`src/rtl/knight_ctrl.sv`:
```
// knight_ctrl: command-driven step sequencer for a Knight Rider style LED scanner.
// Optional feature: define KNIGHT_CTRL_SWEEP_LIMIT_EN to stop RUN after N sweeps.
module knight_ctrl #(
    parameter int               WIDTH       = 8,
    parameter int               DIV_W       = 24,
    parameter logic [DIV_W-1:0] DIV_DEFAULT = 24'd4999999,
    parameter int               CYCLE_LEN   = 2*WIDTH+2
) (
    input  logic             clk_in,
    input  logic             reset_n,
    input  logic             cmd_valid,
    output logic             cmd_ready,
    input  logic [1:0]       cmd_op,
    input  logic [DIV_W-1:0] cmd_data,
    output logic             step,
    output logic             running,
    output logic             sweep_done
);

    localparam int               POS_W    = (CYCLE_LEN > 1) ? $clog2(CYCLE_LEN) : 1;
    localparam logic [POS_W-1:0] POS_LAST = POS_W'(CYCLE_LEN - 1);

    localparam logic [1:0] OP_STOP = 2'b00;
    localparam logic [1:0] OP_RUN  = 2'b01;
    localparam logic [1:0] OP_STEP = 2'b10;
    localparam logic [1:0] OP_LOAD = 2'b11;

    typedef enum logic [1:0] {
        S_IDLE = 2'd0,
        S_RUN  = 2'd1,
        S_STEP = 2'd2
    } state_t;

    state_t           state;
    logic [DIV_W-1:0] div_reg;
    logic [DIV_W-1:0] div_cnt;
    logic [POS_W-1:0] pos;

    logic accept;
    logic cmd_stop;
    logic cmd_run;
    logic cmd_step;
    logic cmd_load;
    logic term;
    logic limit_hit;
    logic step_next;

    assign accept   = cmd_valid && cmd_ready;
    assign cmd_stop = accept && (cmd_op == OP_STOP);
    assign cmd_run  = accept && (cmd_op == OP_RUN);
    assign cmd_step = accept && (cmd_op == OP_STEP);
    assign cmd_load = accept && (cmd_op == OP_LOAD);
    assign term     = (div_cnt == div_reg);

`ifdef KNIGHT_CTRL_SWEEP_LIMIT_EN
    logic [7:0] limit;
    logic [7:0] sweep_cnt;

    // The sweep_done being counted right now is the one that reaches the limit.
    assign limit_hit = (state == S_RUN) && sweep_done && (limit != 8'd0) &&
                       (sweep_cnt + 8'd1 == limit);

    always_ff @(posedge clk_in or negedge reset_n) begin
        if (!reset_n) begin
            limit     <= '0;
            sweep_cnt <= '0;
        end else if ((state == S_IDLE) && cmd_run) begin
            limit     <= cmd_data[7:0];
            sweep_cnt <= '0;
        end else if (sweep_done) begin
            sweep_cnt <= sweep_cnt + 8'd1;
        end
    end
`else
    assign limit_hit = 1'b0;
`endif

    // An accepted STOP/LOAD_DIV or a reached sweep limit suppresses a terminal-count step.
    always_comb begin
        step_next = 1'b0;
        case (state)
            S_IDLE:  step_next = cmd_step;
            S_RUN:   step_next = term && !cmd_stop && !cmd_load && !limit_hit;
            default: step_next = 1'b0;
        endcase
    end

    always_ff @(posedge clk_in or negedge reset_n) begin
        if (!reset_n) begin
            state      <= S_IDLE;
            cmd_ready  <= 1'b0;
            step       <= 1'b0;
            running    <= 1'b0;
            sweep_done <= 1'b0;
            div_reg    <= DIV_DEFAULT;
            div_cnt    <= '0;
            pos        <= '0;
        end else begin
            cmd_ready  <= 1'b1;
            step       <= step_next;
            sweep_done <= step_next && (pos == POS_LAST);
            if (step_next) begin
                pos <= (pos == POS_LAST) ? '0 : pos + POS_W'(1);
            end

            case (state)
                S_IDLE: begin
                    if (cmd_load) begin
                        div_reg <= cmd_data;
                        div_cnt <= '0;
                    end else if (cmd_stop) begin
                        div_cnt <= '0;
                    end else if (cmd_run) begin
                        state   <= S_RUN;
                        running <= 1'b1;
                        div_cnt <= '0;
                    end else if (cmd_step) begin
                        state     <= S_STEP;
                        cmd_ready <= 1'b0;
                    end
                end
                S_RUN: begin
                    if (cmd_load) begin
                        div_reg <= cmd_data;
                    end
                    if (cmd_stop || cmd_load || term) begin
                        div_cnt <= '0;
                    end else begin
                        div_cnt <= div_cnt + DIV_W'(1);
                    end
                    if (cmd_stop || limit_hit) begin
                        state   <= S_IDLE;
                        running <= 1'b0;
                        div_cnt <= '0;
                    end
                end
                S_STEP: begin
                    state <= S_IDLE;
                end
                default: begin
                    state   <= S_IDLE;
                    running <= 1'b0;
                end
            endcase
        end
    end

endmodule

```
`config.mk`:
```
export PLATFORM = sky130hd
export DESIGN_NAME = knight_ctrl
export DESIGN_NICKNAME = d
export VERILOG_FILES = /design/src/rtl/knight_ctrl.sv
export SDC_FILE = /design/constraint.sdc
export NUM_CORES = 1
export LEC_CHECK = 0
export CORE_AREA = 2 2 78 80
export DETAILED_ROUTE_END_ITERATION = 12
export DIE_AREA = 0 0 80 82
export GPL_TIMING_DRIVEN = 0
export PLACE_DENSITY = 0.74
export SLEW_MARGIN = 25
export SYNTH_ARGS = -nofsm -noshare
export SYNTH_HDL_FRONTEND = slang
export SYNTH_SLANG_ARGS = --single-unit
export TNS_END_PERCENT = 20
```
`constraint.sdc`:
```
create_clock -name clk_in -period 3.1 [get_ports clk_in]
set_input_delay 0.31 -clock clk_in [delete_from_list [all_inputs] [get_ports clk_in]]
set_output_delay 0.31 -clock clk_in [all_outputs]
set_load 0.02 [all_outputs]
```
Word-level counts from Yosys, hierarchy flattened:

Cells that the tools add are included.

* output and inout bits: 4
* register bits after elaboration: 59
* logic and storage cells: 68

* muxes and demuxes: 24
* bitwise operators: 1
* reductions and logical operators: 20
* equal/unequal tests: 13
* add/subtract/negate cells: 2

Operators with widths (number)
* $mux W24: 5
* $pmux W24 S2: 1
* $add A24 B1 Y24 const B: 1
* $eq A24 B24 Y1: 1
* $mux W2: 5
* $mux W1: 9
* $logic_and A1 B1 Y1: 8
* $ne A2 B2 Y1 const B: 4
* $eq A2 B2 Y1 const B: 3
* $add A5 B1 Y5 const B: 1
* $eq A5 B5 Y1 const B: 1
* $mux W5: 1
* $reduce_and A5 Y1: 1
* $eq A2 B1 Y1 const B: 2
* $logic_not A2 Y1: 2
* $ne A4 B4 Y1 const B: 1
* $pmux W2 S2: 1
* $reduce_and A2 Y1: 2
* $reduce_and A4 Y1: 1
* $ne A3 B3 Y1 const B: 1
* $pmux W1 S3: 1
* $logic_not A1 Y1: 2
* $logic_or A1 B1 Y1: 2
* $pmux W1 S2: 1
* 3 further kinds: 3

Logic depth before layout (Yosys ltp):

Gate-level depths: netlist (run 1).

* depth after elaboration: 7
* gate-level depth with buffers: 8
* gate-level depth less buffers: 7

Least setup slack after synthesis (run 1):

No wires, ideal clock.

* path type: reg2reg
* start: register div_reg[8]
* end: register div_cnt[23]
* setup slack: 1112 ps
* clock period less this slack: 1988 ps
* data arrival time: 1867 ps
* stages on the path, launching flop included: 8
* buffers on the path: 1
* cell sequence: dfstp_2 > xnor2_1 > nand4_1 > nor4_4 > a21oi_2 > buf_6 > a21o_1 > a22o_1

* longest elaborated chain between the ends: 5

RTL lines
* from (decl): RTL line 35 `logic [DIV_W-1:0] div_reg;`
* from (signal assigned): RTL line 109 `div_reg <= cmd_data;`
* from (signal assigned): RTL line 124 `div_reg <= cmd_data;`
* $eq A24 B24 Y1: RTL line 53 `assign term = (div_cnt == div_reg);`
* $logic_or A1 B1 Y1: RTL line 126 `if (cmd_stop || cmd_load || term) begin`
* $mux W24: RTL line 126
* $mux W24: RTL line 131 `if (cmd_stop || limit_hit) begin`
* $pmux W24 S2: RTL line 106 `case (state)`
* to (signal assigned): RTL line 129 `div_cnt <= div_cnt + DIV_W'(1);`
* to (decl): RTL line 36 `logic [DIV_W-1:0] div_cnt;`

No other way between the ends.
A chain may end at the register's enable or synchronous reset.

Worst setup path in the final report (run 1):

* start: register div_cnt[12]
* end: register div_cnt[21]

* longest elaborated chain between the ends: 5

RTL lines (RTL line)
* parallel branches: the longest is 2 deep, another holds $add A24 B1 Y24
* $mux W24 (*): 126
* $mux W24 (*): 131
* $pmux W24 S2 (*): 106

Mark *: on every way between the ends.

==> results of run 1 <==
## logic make-up (layout without fill, tap and decap cells)
kind of cell	count (synthesis)	after routing	share of synthesized area (%)
buf+inv	25	75	3.689
flops	59	59	48.89
mux	26	26	9.549
compound gates	61	61	13.94
xor+xnor	26	26	7.705
fa+ha+maj	3	3	1.230
simple gates	86	86	15.00
## metal layers
layer,wire (um),global-route usage [%],vias up
li1,-,-,1124
met1,3032,29.98,1133
met2,3053,34.50,51
met3,301,5.055,12
met4,106,10.51,0
met5,0,0,-
## stage by stage
stage               utilization (%)  setup TNS (ps)  total power, W  setup slack [ps]  area (um2)
floorplan                         -               0        0.001363              1112        3053
global placement              60.34           -8470        0.001503            -187.6        3467
detailed placement            60.65               0        0.001529             446.9        3485
CTS                           64.00               0        0.002178             752.4        3677
global route                  64.00               0        0.002282             539.6        3677
finish                        64.00               0        0.002159             764.9        3677
## report_power, final
group	switching, W	internal, W	leakage [nW]
Clock	0.000292	0.000354	0.0965
Combinational	0.000222	0.000253	0.708
Sequential	0.000117	0.000921	0.734
Total	0.000631	0.00153	1.54
## cell usage in the layout (no fill, tap or decap), types with 3 or more instances in the layout
| cell type | n |
|---|---|
| a21oi_1 | 8 |
| ha_1 | 3 |
| o21ai_0 | 17 |
| clkbuf_8 | 12 |
| dfstp_2 | 13 |
| nand3_1 | 15 |
| inv_1 | 13 |
| nor2_1 | 17 |
| dfrtp_1 | 46 |
| mux2_2 | 25 |
| o311ai_0 | 4 |
| xnor2_1 | 23 |
| clkdlybuf4s50_1 | 31 |
| a211oi_1 | 4 |
| or2_2 | 3 |
| nand2_1 | 18 |
| a22o_1 | 8 |
| nand4_1 | 14 |
| and3_1 | 6 |
| a21o_1 | 11 |
| clkbuf_1 | 9 |
## repair_timing
action                     in CTS  in global routing
hold buffers                    1                  0
hold endpoints to repair       18                  0
setup endpoints to repair       0                  0
resized for setup               0                  0
## final timing paths
kind                        startpoint          end  depth (start not counted)
max                        div_cnt[12]  div_cnt[21]                          6
min                            reset_n    cmd_ready                          2
max reg2reg                div_cnt[12]  div_cnt[21]                          6
min reg2reg                   state[1]     state[0]                          1
max in group asynchronous      reset_n   div_reg[8]                          3
min in group clk_in           state[1]     state[0]                          1
## critical path, cell delays in order, from the launching register on
cell	delay, ps
dfrtp_1	470
xnor2_1	200
nand4_1	190
nor4_4	520
a21oi_2	270
clkbuf_1	310
a22o_1	260
## area by class of cell
class | count | area share [%]
buffer | 12 | 1.735
clock buffer | 14 | 4.695
clock inverter | 2 | 0.2722
inverter | 13 | 1.327
multi-input combinational | 202 | 39.37
sequential | 59 | 40.59
tap | 75 | 2.552
timing repair buffer | 34 | 9.459
==> summary.md, run 1 <==
| Metric | Value |
|---|---|
| Final hold vios | 0 |
| Final ANT Viol Nets | 0 |
| Initial antenna violation count | 0 |
| Row count | 28 |
| Final Critical Period | about 2300 ps |
| Status | finished clean |
| Insertion delay to the later sink of the worst-skew pair | around 340 ps |
| Post-synth EDFFs | 0 |
| Non-Filler Instances | 411 |
| Worst slew margin | 42.41% |
| Die Wd | 80 um |
| Post-synth ARST share | 100.0% |
| Sink Count | 59 |
| Post-Syn Instances | 286 |
| Yosys top cell by area | dfrtp_1 |
| GRT overflow | 0 |
| Core area | around 5700 um2 |
| Warnings, synthesis | 0 |
| Post-Syn Area per Cell | 10.67 um2 |
| Seq/Total Area, Yosys | 48.89% |
| Clk root buf | clkbuf_8 |
| NumNets Final | between 300 and 400 |
| Drt drc | 0 |
| Critical path class | flop to flop |
| Synthesized area | 3053 um2 |
| Initial Util | 53.14% |
| Crit. End Element | flop |
| All-layer global routing usage | 22.34% |
| Main synth FF type | dfrtp_1 |
| Leak | 1.539 nW |
| # setup viols final | 0 |
| Synth area leaders | dfrtp_1 38%, dfstp_2 11%, mux2_2 9.2% |
| Setup repair after global routing missed its margin | no |
| Area of the multi-input gates | 1448 um2 |
| PwrDens | 587.1 nW/um2 |
| Synth top area share | 37.70% |
| Setup bufs post-CTS | 0 |
| Post-Syn Nets | approximately 320 |
| Slew @ Worst Pin | roughly 850 ps |
| Hold Crit Class | input port to asynchronous set/reset pin |
| R2R Setup Slk | 760 ps |
| Synth cell count leaders | 46 x dfrtp_1, 25 x mux2_2, 23 x xnor2_1 |
| Critical Path RT | 3330 ps |
| Die ar. | 6560 um2 |
| Max-cap viol count | 0 |
| First-pass GRT wire length | 10.94 mm |
| Worst ir drop on vdd | 329.9 uV |
| Post-Route WL | 6.494 mm |
| Library cells used by synthesis | 43 |
| Fmax | 428.2 MHz |
| Tcrit/Tclk final | about three quarters |
| Area Overhead vs Synth | 20.45% |
| Synth Register Bits | 59 |
| CTS clk-pin slew, worst paths | around 60 ps |
| Clock Skews | 8.812 ps |
| Vias | 2320 |
| Most frequent cell after synthesis | dfrtp_1 |
| DR vias/cell | 5.645 |
| GP Congestion | 0.8549 |
| Die height | 82 um |
| I/O Pins | 33 |
| Diode count | 0 |
| Clock Tree Buf Depth | 2 |
| Num CTS Buffers | 9 |
| Crit-path max FO | 10 |
| Fillers | 492 |
| Share of layout cells above drive strength 1 | 19.94% |
| Fin. max-slew vios | 0 |
| Dpl hpwl | 4.649 mm |
| CP arrival | 2560 ps |
| CTS tree | yes |
| Vias in the first global route | 2276 |
| WL per Instance | 15.80 um |
| Startpoint types | flop |
| Starting DRT DRC Count | 191 |
| Cell Count Post-Placement | between 300 and 400 |
| WHS | 410.6 ps |
| FF+latch area | 1493 um2 |
| H-Tree Depth | 3 |
| IO buf count | 32 |
| Largest net degree at the start of global routing | 38 |
| 1st-pass router iterations | 4 |
No activity file was read; power rests on OpenSTA's default activity.
==> run 2: changes to the inputs <==
Clock period 3.1 ns to 2.3 ns, I/O delays scaled along.
==> run 2 against run 1 <==
Compared with the run above:
- worst hold slack worse by 79 ps
- sequential power up 35%
- clock skew up 2.0 ps
- via count up 1.5%
- die area unchanged
- highest routed layer unchanged
- core utilization up 0.59 points
==> summary.md, run 2 (synthesis results as in run 1) <==
| Metric | Value |
|---|---|
| WHS | 331.2 ps (-79.47 ps) |
| Max-cap viol count | 0 (unchanged) |
| Initial Util | 53.14% (unchanged) |
| Area Overhead vs Synth | 21.56% |
| Final ANT Viol Nets | 0 (unchanged) |
| CTS clk-pin slew, worst paths | 60 ps (about the same) |
| Vias | 2355 (+1.5%) |
| Commonest non-fill, non-tap cell in the layout | dfrtp_1 |
| H-Tree Depth | 3 (unchanged) |
| Insertion delay to the later sink of the worst-skew pair | 340 ps (about the same) |
| Crit. End Element | flop |
| NumNets Final | 365 (+0.55%) |
| Vias in the first global route | 2280 (+0.18%) |
| Status | finished clean |
| GRT overflow | 0 (unchanged) |
| Die ar. | 6560 um2 (unchanged) |
| Post-Route WL | 6.644 mm (+2.3%) |
| Die height | 82 um (unchanged) |
| 1st-pass router iterations | 4 (unchanged) |
| Clock Skews | 10.81 ps (+2.002 ps) |
| Setup repair after global routing missed its margin | no |
| CTS tree | yes |
| Busiest layer in global routing | met2 |
| DR vias/cell | 5.702 (+1.0%) |
| Starting DRT DRC Count | 258 (+35%) |
| Tcrit/Tclk final | between 90% and 100% |
| Worst ir drop on vdd | 445.7 uV (+35%) |
| Fmax | 477.3 MHz |
| Num CTS Buffers | 9 (unchanged) |
| Final Critical Period | ~2100 ps |
| # setup viols final | 0 (unchanged) |
| Die Wd | 80 um (unchanged) |
| Core area | 5746 um2 (unchanged) |
| R2R Setup Slk | 210 ps (-550 ps) |
| Critical path class | input port to flop |
| Fin. max-slew vios | 0 (unchanged) |
| Clk root buf | clkbuf_8 |
| Initial antenna violation count | 0 (unchanged) |
| Dpl hpwl | 4.649 mm (unchanged) |
| Drt drc | 0 (unchanged) |
| CP arrival | 2290 ps (-270 ps) |
| Share of layout cells above drive strength 1 | 21.60% (+1.7 points) |
| Clock Tree Buf Depth | 2 (unchanged) |
| First-pass GRT wire length | 10.99 mm (+0.44%) |
| GR Layer Usage met3 | 5.055% (unchanged) |
| IO buf count | 32 (unchanged) |
| I/O Pins | 33 (unchanged) |
| Critical Path RT | 2490 ps (-840 ps) |
| R2R Path Start | div_cnt[1] |
| WL per Instance | 16.09 um (+1.8%) |
| Diode count | 0 (unchanged) |
| Final hold vios | 0 (unchanged) |
| PwrDens | 786.7 nW/um2 (+34%) |
| All-layer global routing usage | 22.45% (+0.12 points) |
| Met2 usage | 34.83% (+0.33 points) |
| Crit-path max FO | 10 (unchanged) |
| Met1 Use GR | 30.05% (+0.071 points) |
| Total Power | 0.002919 W (+35%) |
| R2r worst-path depth | 8 (+2) |
| FF-to-FF End | div_cnt[14] |
| Slew @ Worst Pin | 852.7 ps (+0.9091 ps) |
| Worst slew margin | 42.35% (-0.062 points) |
| Most frequent cells in the layout | 46 x dfrtp_1, 31 x clkdlybuf4s50_1, 25 x mux2_2 |
| Sink Count | 59 (unchanged) |
| Leak | 1.558 nW (+1.2%) |
| Row count | 28 (unchanged) |
| GP Congestion | 0.8549 (unchanged) |
| Hold Crit Class | input port to asynchronous set/reset pin |
| Largest net degree at the start of global routing | 38 (unchanged) |
| Startpoint types | input port |
run 2: cell count changes in the layout (fill, tap and decap cells not counted):
| cell | delta |
|---|---|
| nor2_1 | -1 |
| clkbuf_2 | +2 |
| a21oi_2 | -1 |
| nor4_2 | +1 |
| buf_4 | +2 |
| a21oi_4 | +1 |
| nor4_1 | -1 |
| clkbuf_1 | -2 |
| nor2_2 | +1 |
run 2: worst max path at each step:
stage / to / cells after the start / slack (ps) / start
4_1_cts: div_cnt[15] / 8 / 50 / div_cnt[12]
2_1_floorplan: div_cnt[23] / 7 / 310 / div_reg[8]
3_5_place_dp: div_cnt[20] / 7 / -270 / cmd_op[0]
5_1_grt: div_cnt[4] / 7 / 30 / cmd_op[0]
6_report: div_cnt[14] / 7 / 200 / cmd_op[0]
3_3_place_gp: div_reg[21] / 1 / -910 / reset_n
run 2: per-stage QoR:
step / setup WS (ps) / instance area [um2] / utilization (%) / TNS, ps / std cells
5_1_grt: 25.18 / 3711 / 64.59 / 0 / 413
4_1_cts: 48.66 / 3692 / 64.26 / 0 / 413
2_1_floorplan: 311.9 / 3053 / - / 0 / 286
3_5_place_dp: -273.1 / 3485 / 60.65 / -4048 / 394
3_3_place_gp: -907.6 / 3467 / 60.34 / -46590 / 393
6_report: 204.8 / 3711 / 64.59 / 0 / 413
run 2: critical path, cell delays in order:
cell and delay, ps:
clkdlybuf4s50_1 500, xor2_1 200, o21ai_0 680, a21oi_4 160, buf_2 260, nand3_1 110
o311ai_0 140
run 2: power breakdown:
group | switching, W | internal (W) | total (W)
combinational | 0.000303 | 0.000344 | 0.000647
sequential | 0.000158 | 0.00124 | 0.00140
clock | 0.000396 | 0.000477 | 0.000873
total | 0.000858 | 0.00206 | 0.00292
run 2: layer usage:
| layer | part of all wire (%) | vias to the layer above |
|---|---|---|
| met5 | 0 | - |
| met4 | 2.1 | 0 |
| met3 | 5.9 | 14 |
| met2 | 47 | 73 |
| met1 | 45 | 1141 |
| li1 | - | 1127 |
run 2: final cells by class:
class	count	area (um2)
fillers	490	2034
inverters	13	48.80
flip-flops and latches	59	1493
clock buffers	14	172.7
clock inverters	2	10.01
multi-input cells	202	1464
plain buffers	12	66.31
well taps	75	93.84
repair buffers	36	362.8
run 2: what timing repair did:
action / in CTS / in global routing
pin swaps: 1 / 0
gates resized for setup: 0 / 7
setup buffers: 2 / 0
endpoints found under the setup margin: 17 / 25
endpoints found under the hold margin: 18 / 0
hold buffers: 1 / 0
